--- config.mk ---
export PLATFORM = sky130hd
export DESIGN_NAME = fetch_sequencer_flat
export DESIGN_NICKNAME = d
export VERILOG_FILES = /design/src/rtl/fetch_sequencer_if.sv /design/src/rtl/fetch_sequencer.sv /design/src/flat_wrapper.sv
export SDC_FILE = /design/constraint.sdc
export NUM_CORES = 1
export LEC_CHECK = 0
export ABC_CLOCK_PERIOD_IN_PS = 2300
export BUFFER_PORTS_ARGS = -buffer_cell sky130_fd_sc_hd__buf_2
export CORE_MARGIN = 8
export CORE_UTILIZATION = 50
export DETAILED_ROUTE_END_ITERATION = 10
export GPL_ROUTABILITY_DRIVEN = 0
export GPL_TIMING_DRIVEN = 0
export HOLD_SLACK_MARGIN = 0.02
export PLACE_DENSITY = 0.8
export SYNTH_ARGS = -nofsm -noshare
export SYNTH_HDL_FRONTEND = slang
export SYNTH_SLANG_ARGS = --single-unit
--- constraint.sdc ---
create_clock -name clk -period 2.3 [get_ports clk]
set_input_delay 0.69 -clock clk [delete_from_list [all_inputs] [get_ports clk]]
set_output_delay 0.69 -clock clk [all_outputs]
set_load 0.01 [all_outputs]
--- src/rtl/fetch_sequencer_if.sv ---
// Instruction-memory fetch bus between the fetch sequencer (master) and memory (slave).
interface fetch_sequencer_if #(
   parameter int unsigned PC_W = 8
);
   logic            mem_req;
   logic [PC_W-1:0] mem_addr;
   logic [15:0]     mem_rdata;
   logic            mem_ack;

   modport master (output mem_req, mem_addr, input  mem_rdata, mem_ack);
   modport slave  (input  mem_req, mem_addr, output mem_rdata, mem_ack);
endinterface

--- src/rtl/fetch_sequencer.sv ---
// Fetch/execute sequencer: fetches instruction words over the memory bus, holds the IR,
// and advances the program counter during the single execute cycle.
module fetch_sequencer #(
   parameter int unsigned PC_W = 8,
   parameter int unsigned IR_W = 16
) (
   input  logic                clk,
   input  logic                rst_n,
   input  logic [1:0]          PS,
   input  logic                IL,
   input  logic [PC_W-1:0]     jump_addr,
   fetch_sequencer_if.master   mem,
   output logic                state,
   output logic [3:0]          opcode,
   output logic [3:0]          DR,
   output logic [3:0]          SA,
   output logic [3:0]          SB,
   output logic [PC_W-1:0]     pc,
   output logic [15:0]         retired
);

   localparam int unsigned RET_W = 16;

   typedef enum logic [1:0] {F_REQ, F_WAIT, EXEC} state_e;

   state_e           state_q, state_d;
   logic [PC_W-1:0]  pc_q, pc_d;
   logic [IR_W-1:0]  ir_q, ir_d;
   logic [RET_W-1:0] retired_q, retired_d;
   logic             mem_req_q, mem_req_d;
   logic             exec_q, exec_d;
   logic             ack_ok;
   logic [PC_W-1:0]  br_off;

   // An ack only counts while a request is actually on the bus
   assign ack_ok = mem.mem_ack && mem_req_q;
   assign br_off = {{(PC_W-4){ir_q[11]}}, ir_q[11:8]};

   always_ff @(posedge clk or negedge rst_n) begin
      if (!rst_n) begin
         state_q   <= F_REQ;
         pc_q      <= '0;
         ir_q      <= '0;
         retired_q <= '0;
         mem_req_q <= 1'b0;
         exec_q    <= 1'b0;
      end else begin
         state_q   <= state_d;
         pc_q      <= pc_d;
         ir_q      <= ir_d;
         retired_q <= retired_d;
         mem_req_q <= mem_req_d;
         exec_q    <= exec_d;
      end
   end

   always_comb begin
      state_d   = state_q;
      pc_d      = pc_q;
      ir_d      = ir_q;
      retired_d = retired_q;
      case (state_q)
         F_REQ, F_WAIT: begin
            if (ack_ok) begin
               if (IL) begin
                  ir_d    = IR_W'(mem.mem_rdata);
                  state_d = EXEC;
               end else begin
                  state_d = F_REQ;
               end
            end else if (state_q == F_REQ && mem_req_q) begin
               state_d = F_WAIT;
            end
            // F_REQ without a live request (just out of reset) stays put while mem_req rises
         end
         EXEC: begin
            retired_d = retired_q + RET_W'(1);
            state_d   = F_REQ;
            case (PS)
               2'b01:   pc_d = pc_q + PC_W'(1);
               2'b10:   pc_d = pc_q + br_off;
               2'b11:   pc_d = jump_addr;
               default: pc_d = pc_q;
            endcase
         end
         default: state_d = F_REQ;
      endcase
      mem_req_d = (state_d != EXEC);
      exec_d    = (state_d == EXEC);
   end

   assign mem.mem_req  = mem_req_q;
   assign mem.mem_addr = pc_q;
   assign state        = exec_q;
   assign pc           = pc_q;
   assign retired      = retired_q;
   assign opcode       = ir_q[15:12];
   assign DR           = ir_q[11:8];
   assign SA           = ir_q[7:4];
   assign SB           = ir_q[3:0];

endmodule

--- src/flat_wrapper.sv ---
// flat-port wrapper written by rule: the top's interface ports become plain ports
module fetch_sequencer_flat 
#(
   parameter int unsigned PC_W = 8,
   parameter int unsigned IR_W = 16
)
  (clk, rst_n, PS, IL, jump_addr, state, opcode, DR, SA, SB, pc, retired, mem_mem_req, mem_mem_addr, mem_mem_rdata, mem_mem_ack);
  fetch_sequencer_if #(.PC_W(PC_W)) mem_i ();
  input  logic clk;
  input  logic rst_n;
  input  logic [1:0] PS;
  input  logic IL;
  input  logic [PC_W-1:0] jump_addr;
  output logic state;
  output logic [3:0] opcode;
  output logic [3:0] DR;
  output logic [3:0] SA;
  output logic [3:0] SB;
  output logic [PC_W-1:0] pc;
  output logic [15:0] retired;
  output wire logic [$bits(mem_i.mem_req)-1:0] mem_mem_req;
  output wire logic [$bits(mem_i.mem_addr)-1:0] mem_mem_addr;
  input wire logic [$bits(mem_i.mem_rdata)-1:0] mem_mem_rdata;
  input wire logic [$bits(mem_i.mem_ack)-1:0] mem_mem_ack;
  assign mem_mem_req = mem_i.mem_req;
  assign mem_mem_addr = mem_i.mem_addr;
  assign mem_i.mem_rdata = mem_mem_rdata;
  assign mem_i.mem_ack = mem_mem_ack;
  fetch_sequencer #(.PC_W(PC_W), .IR_W(IR_W)) u_core (.clk(clk), .rst_n(rst_n), .PS(PS), .IL(IL), .jump_addr(jump_addr), .mem(mem_i), .state(state), .opcode(opcode), .DR(DR), .SA(SA), .SB(SB), .pc(pc), .retired(retired));
endmodule
==> qor.tcl <==
set qor(grt_max_degree) 45
set qor(place.port_buffers) 79
set qor(htreeDepth) 2
set qor(clkSlewWorstSetupHoldPaths_ns) 0.08
set qor(antenna_violating_nets_post_route) 0
set qor(rsz0062_at_grt) {no}
set qor(area_delta_synth_final_pct) 27.8
set qor(crit-reg2reg-launch) {u_core.ir_q[8]}
set qor(critPathMaxFanout) 4
set qor(synth.yosys.seq_area_share) 0.488
set qor(ys.warnings.count) 0
set qor(share_of_post_route_cells_with_drive_strength_above_1) 0.365
set qor(cts_buffer_count) 5
set qor(fin_setup_tns_ns) 0
set qor(drt_first_iter_violations) 93
set qor(setup-violations-final) 0
set qor(critical_path_end) {u_core.mem.mem_addr[4]}
set qor(grt_overflow_total) 0
set qor(final-seq-area_um2) 1100
set qor(netlist_instances) 230
set qor(boundaryPins) 80
set qor(outcome) {finished clean}
set qor(first_pass_grt_wire_length_mm) 8.84
set qor(timing.critical_path.buf_inv) 2
set qor(crit_end_category) {register}
set qor(design.die.area_um2) 6920
set qor(postLayoutCellArea_um2) 2890
set qor(postSynth.asyncResetShare) 1.00
set qor(timing.critical_path.cells) {buf_2 -> nor2b_4 -> nand2b_1 -> ha_2 -> inv_2 -> fa_2 -> nor2b_4 -> o211ai_1 -> a2111o_1 -> nand3_1}
set qor(syn_area_um2) 2260
set qor(route.detailed.wl_per_inst_um) 13.9
set qor(crit_family) {adder cells}
set qor(fillerInstances) 391
set qor(critPathKind) {input pin to register}
set qor(cts.hold.buffers_added) 0
set qor(startpoint_type) {input pin}
set qor(worst_slew_pin_slew_ns) 0.931
set qor(clock_tree_skew_after_final_layout_ns) 0.00805
set qor(worst_ep_required_time_ns) 2.53
set qor(critPathSlowestCell) {fa_2}
set qor(chipHeight_um) 83.2
set qor(cts_tree) {done}
set qor(ir_worst_vdd_mv) 0.536
set qor(syn_nets) 265
set qor(num-nets-final) 353
set qor(multiInputGateArea_um2) 1040
set qor(num_rows) 24
set qor(die_width_um) 83.2
set qor(firstDrtPassIters) 4
set qor(clockRootBuffer) {clkbuf_8}
set qor(critical_path.max_stage_delay_ns) 0.42
set qor(critical_path.reg2reg.endpoint) {u_core.mem.mem_addr[4]}
set qor(power.static_leakage_nw) 1.52
set qor(data_arrival_at_the_endpoint_of_the_critical_path_ns) 2.45
set qor(dpl-instance-area_um2) 2720
set qor(route.vias.total) 1911
set qor(maxCapViolCount) 0
set qor(cellPowerDensity_nw_per_um2) 831
set qor(cts_num_sinks) 44
set qor(floorplan.initialDensity) 0.518
set qor(route.final.wire_length_mm) 5.16
set qor(clkLatencyLatePin_ns) 0.29
set qor(routed_via_density) 5.16
set qor(cp_num_cells) 10
set qor(worst_r2r_path_depth) 8
set qor(max_freq_ghz) 0.450
set qor(final_core_density) 0.663
set qor(finalMaxSlewViolations) 0
set qor(critical-path-top-cell-by-count) {nor2b_4}
set qor(antenna-diode-count) 0
set qor(leading_register_cell_type_out_of_synthesis) {dfrtp_1}
set qor(gr-usage-all-layers) 0.152
set qor(report.final.hold_viol_count) 0
set qor(synth_edf_count) 0
set qor(yosys_register_bits) 44
set qor(core_region_area_um2) 4350
set qor(post-route-min-period_ns) 2.22
set qor(setup.reg_to_reg.worst_slack_ns) 0.32
set qor(layout_worst_path_cycle_share) 0.966
set qor(drt_drc_violations_left) 0
set qor(clk_buf_depth) 2
set qor(hpwl_dp_mm) 4.00
set qor(ys_types) 50
set qor(postSynthAreaPerCell_um2) 9.81
set qor(max-slew-margin-rel) 0.379
set qor(crit_path_start) {PS[1]}
set qor(grt_antenna_before_repair) 0
set qor(hp-class) {register to register}
set qor(via_count_of_the_first_global_routing_pass) 1933
[what timing repair did]
item / 4_1_cts / 5_1_grt
pin swaps: 1 / 3
setup buffers: 0 / 2
endpoints found under the setup margin: 1 / 5
gates resized for setup: 1 / 6
[synthesized netlist by cell type (all sizes together) (2+ instances only)]
cell / count / area (um2)
nor2: 5 / 18.8
ha: 4 / 50.1
and2: 5 / 31.3
inv: 8 / 30.0
o221ai: 2 / 17.5
a21boi: 5 / 37.5
a21oi: 4 / 20.0
xor2: 6 / 52.6
dfrtp: 44 / 1100
nor3: 3 / 25.0
nand2: 60 / 225
and3: 4 / 30.0
o211ai: 6 / 50.1
o22a: 2 / 17.5
buf: 14 / 100
nand3: 7 / 35.0
and4: 2 / 17.5
nand3b: 2 / 27.5
xnor2: 9 / 78.8
nor2b: 3 / 18.8
o21ai: 4 / 23.8
nand4: 9 / 56.3
nand4b: 2 / 23.8
or3: 4 / 25.0
clkbuf: 2 / 7.51
o2111ai: 2 / 17.5
[sequential cells by signal, indices dropped and copies added, names as in the netlist]
signal and flops:
u_core.state_q 2, u_core.state 1, u_core.retired 16, u_core.ir_q 16, u_core.mem.mem_addr 8, u_core.mem.mem_req 1
[kinds of logic after synthesis]
| kind of cell | count (synthesis) | share of synthesized area |
|---|---|---|
| compound gates | 30 | 0.101 |
| xor+xnor | 15 | 0.0582 |
| fa+ha+maj | 5 | 0.0310 |
| buf+inv | 24 | 0.0610 |
| flops | 44 | 0.488 |
| mux | 2 | 0.00942 |
| simple gates | 110 | 0.251 |
[layout make-up]
class | instances | area share
tap | 52 | 0.0225
clock buffer | 5 | 0.0239
sequential | 44 | 0.382
timing repair buffer | 81 | 0.142
clock inverter | 2 | 0.0208
inverter | 8 | 0.0104
multi-input combinational | 162 | 0.361
buffer | 16 | 0.0373
[layout by cell type (no fill, tap or decap), drive strengths merged, types with 2 or more instances in the layout]
cell     instances
buf             95
nand2           60
dfrtp           44
nand4            9
xnor2            9
inv              8
nand3            7
clkbuf           7
xor2             6
o211ai           6
nor2             5
and2             5
a21boi           5
or3              4
and3             4
a21oi            4
ha               4
o21ai            4
nor2b            3
nor3             3
and4             2
o22a             2
o221ai           2
o2111ai          2
bufinv           2
nand4b           2
nand3b           2
[through the flow]
step / hold slack (ns) / total power [W] / worst slack (ns) / instances
after floorplan: 0.394 / 0.00142 / 0.0182 / 230
after global placement: 0.453 / 0.00168 / -0.278 / 361
after detailed placement: 0.458 / 0.00171 / -0.349 / 361
after CTS: 0.473 / 0.00239 / 0.0198 / 368
after global routing: 0.495 / 0.00255 / 0.000936 / 370
final: 0.470 / 0.00240 / 0.0793 / 370
[report_power, final]
group          internal (W)  switching, W
Clock              0.000427      0.000251
Sequential         0.000894      0.000118
Combinational      0.000336      0.000370
[metal layers]
layer / global-route usage / vias up / share of wire
li1: - / 957 / -
met1: 0.171 / 903 / 0.42
met2: 0.265 / 45 / 0.52
met3: 0.0479 / 6 / 0.049
met4: 0.0527 / 0 / 0.011
met5: 0 / - / 0
[worst min-delay path by stage]
stage	start	end	slack, ns	cells past startpoint
after floorplan	rst_n	u_core.ir_q[0]	0.39	0
after global placement	u_core.ir_q[2]	u_core.ir_q[2]	0.45	2
after detailed placement	u_core.ir_q[4]	u_core.ir_q[4]	0.46	2
after CTS	u_core.retired[15]	u_core.retired[15]	0.47	1
after global routing	u_core.retired[15]	u_core.retired[15]	0.49	1
final	u_core.retired[15]	u_core.retired[15]	0.47	1
(Power assumes the default switching activity.)
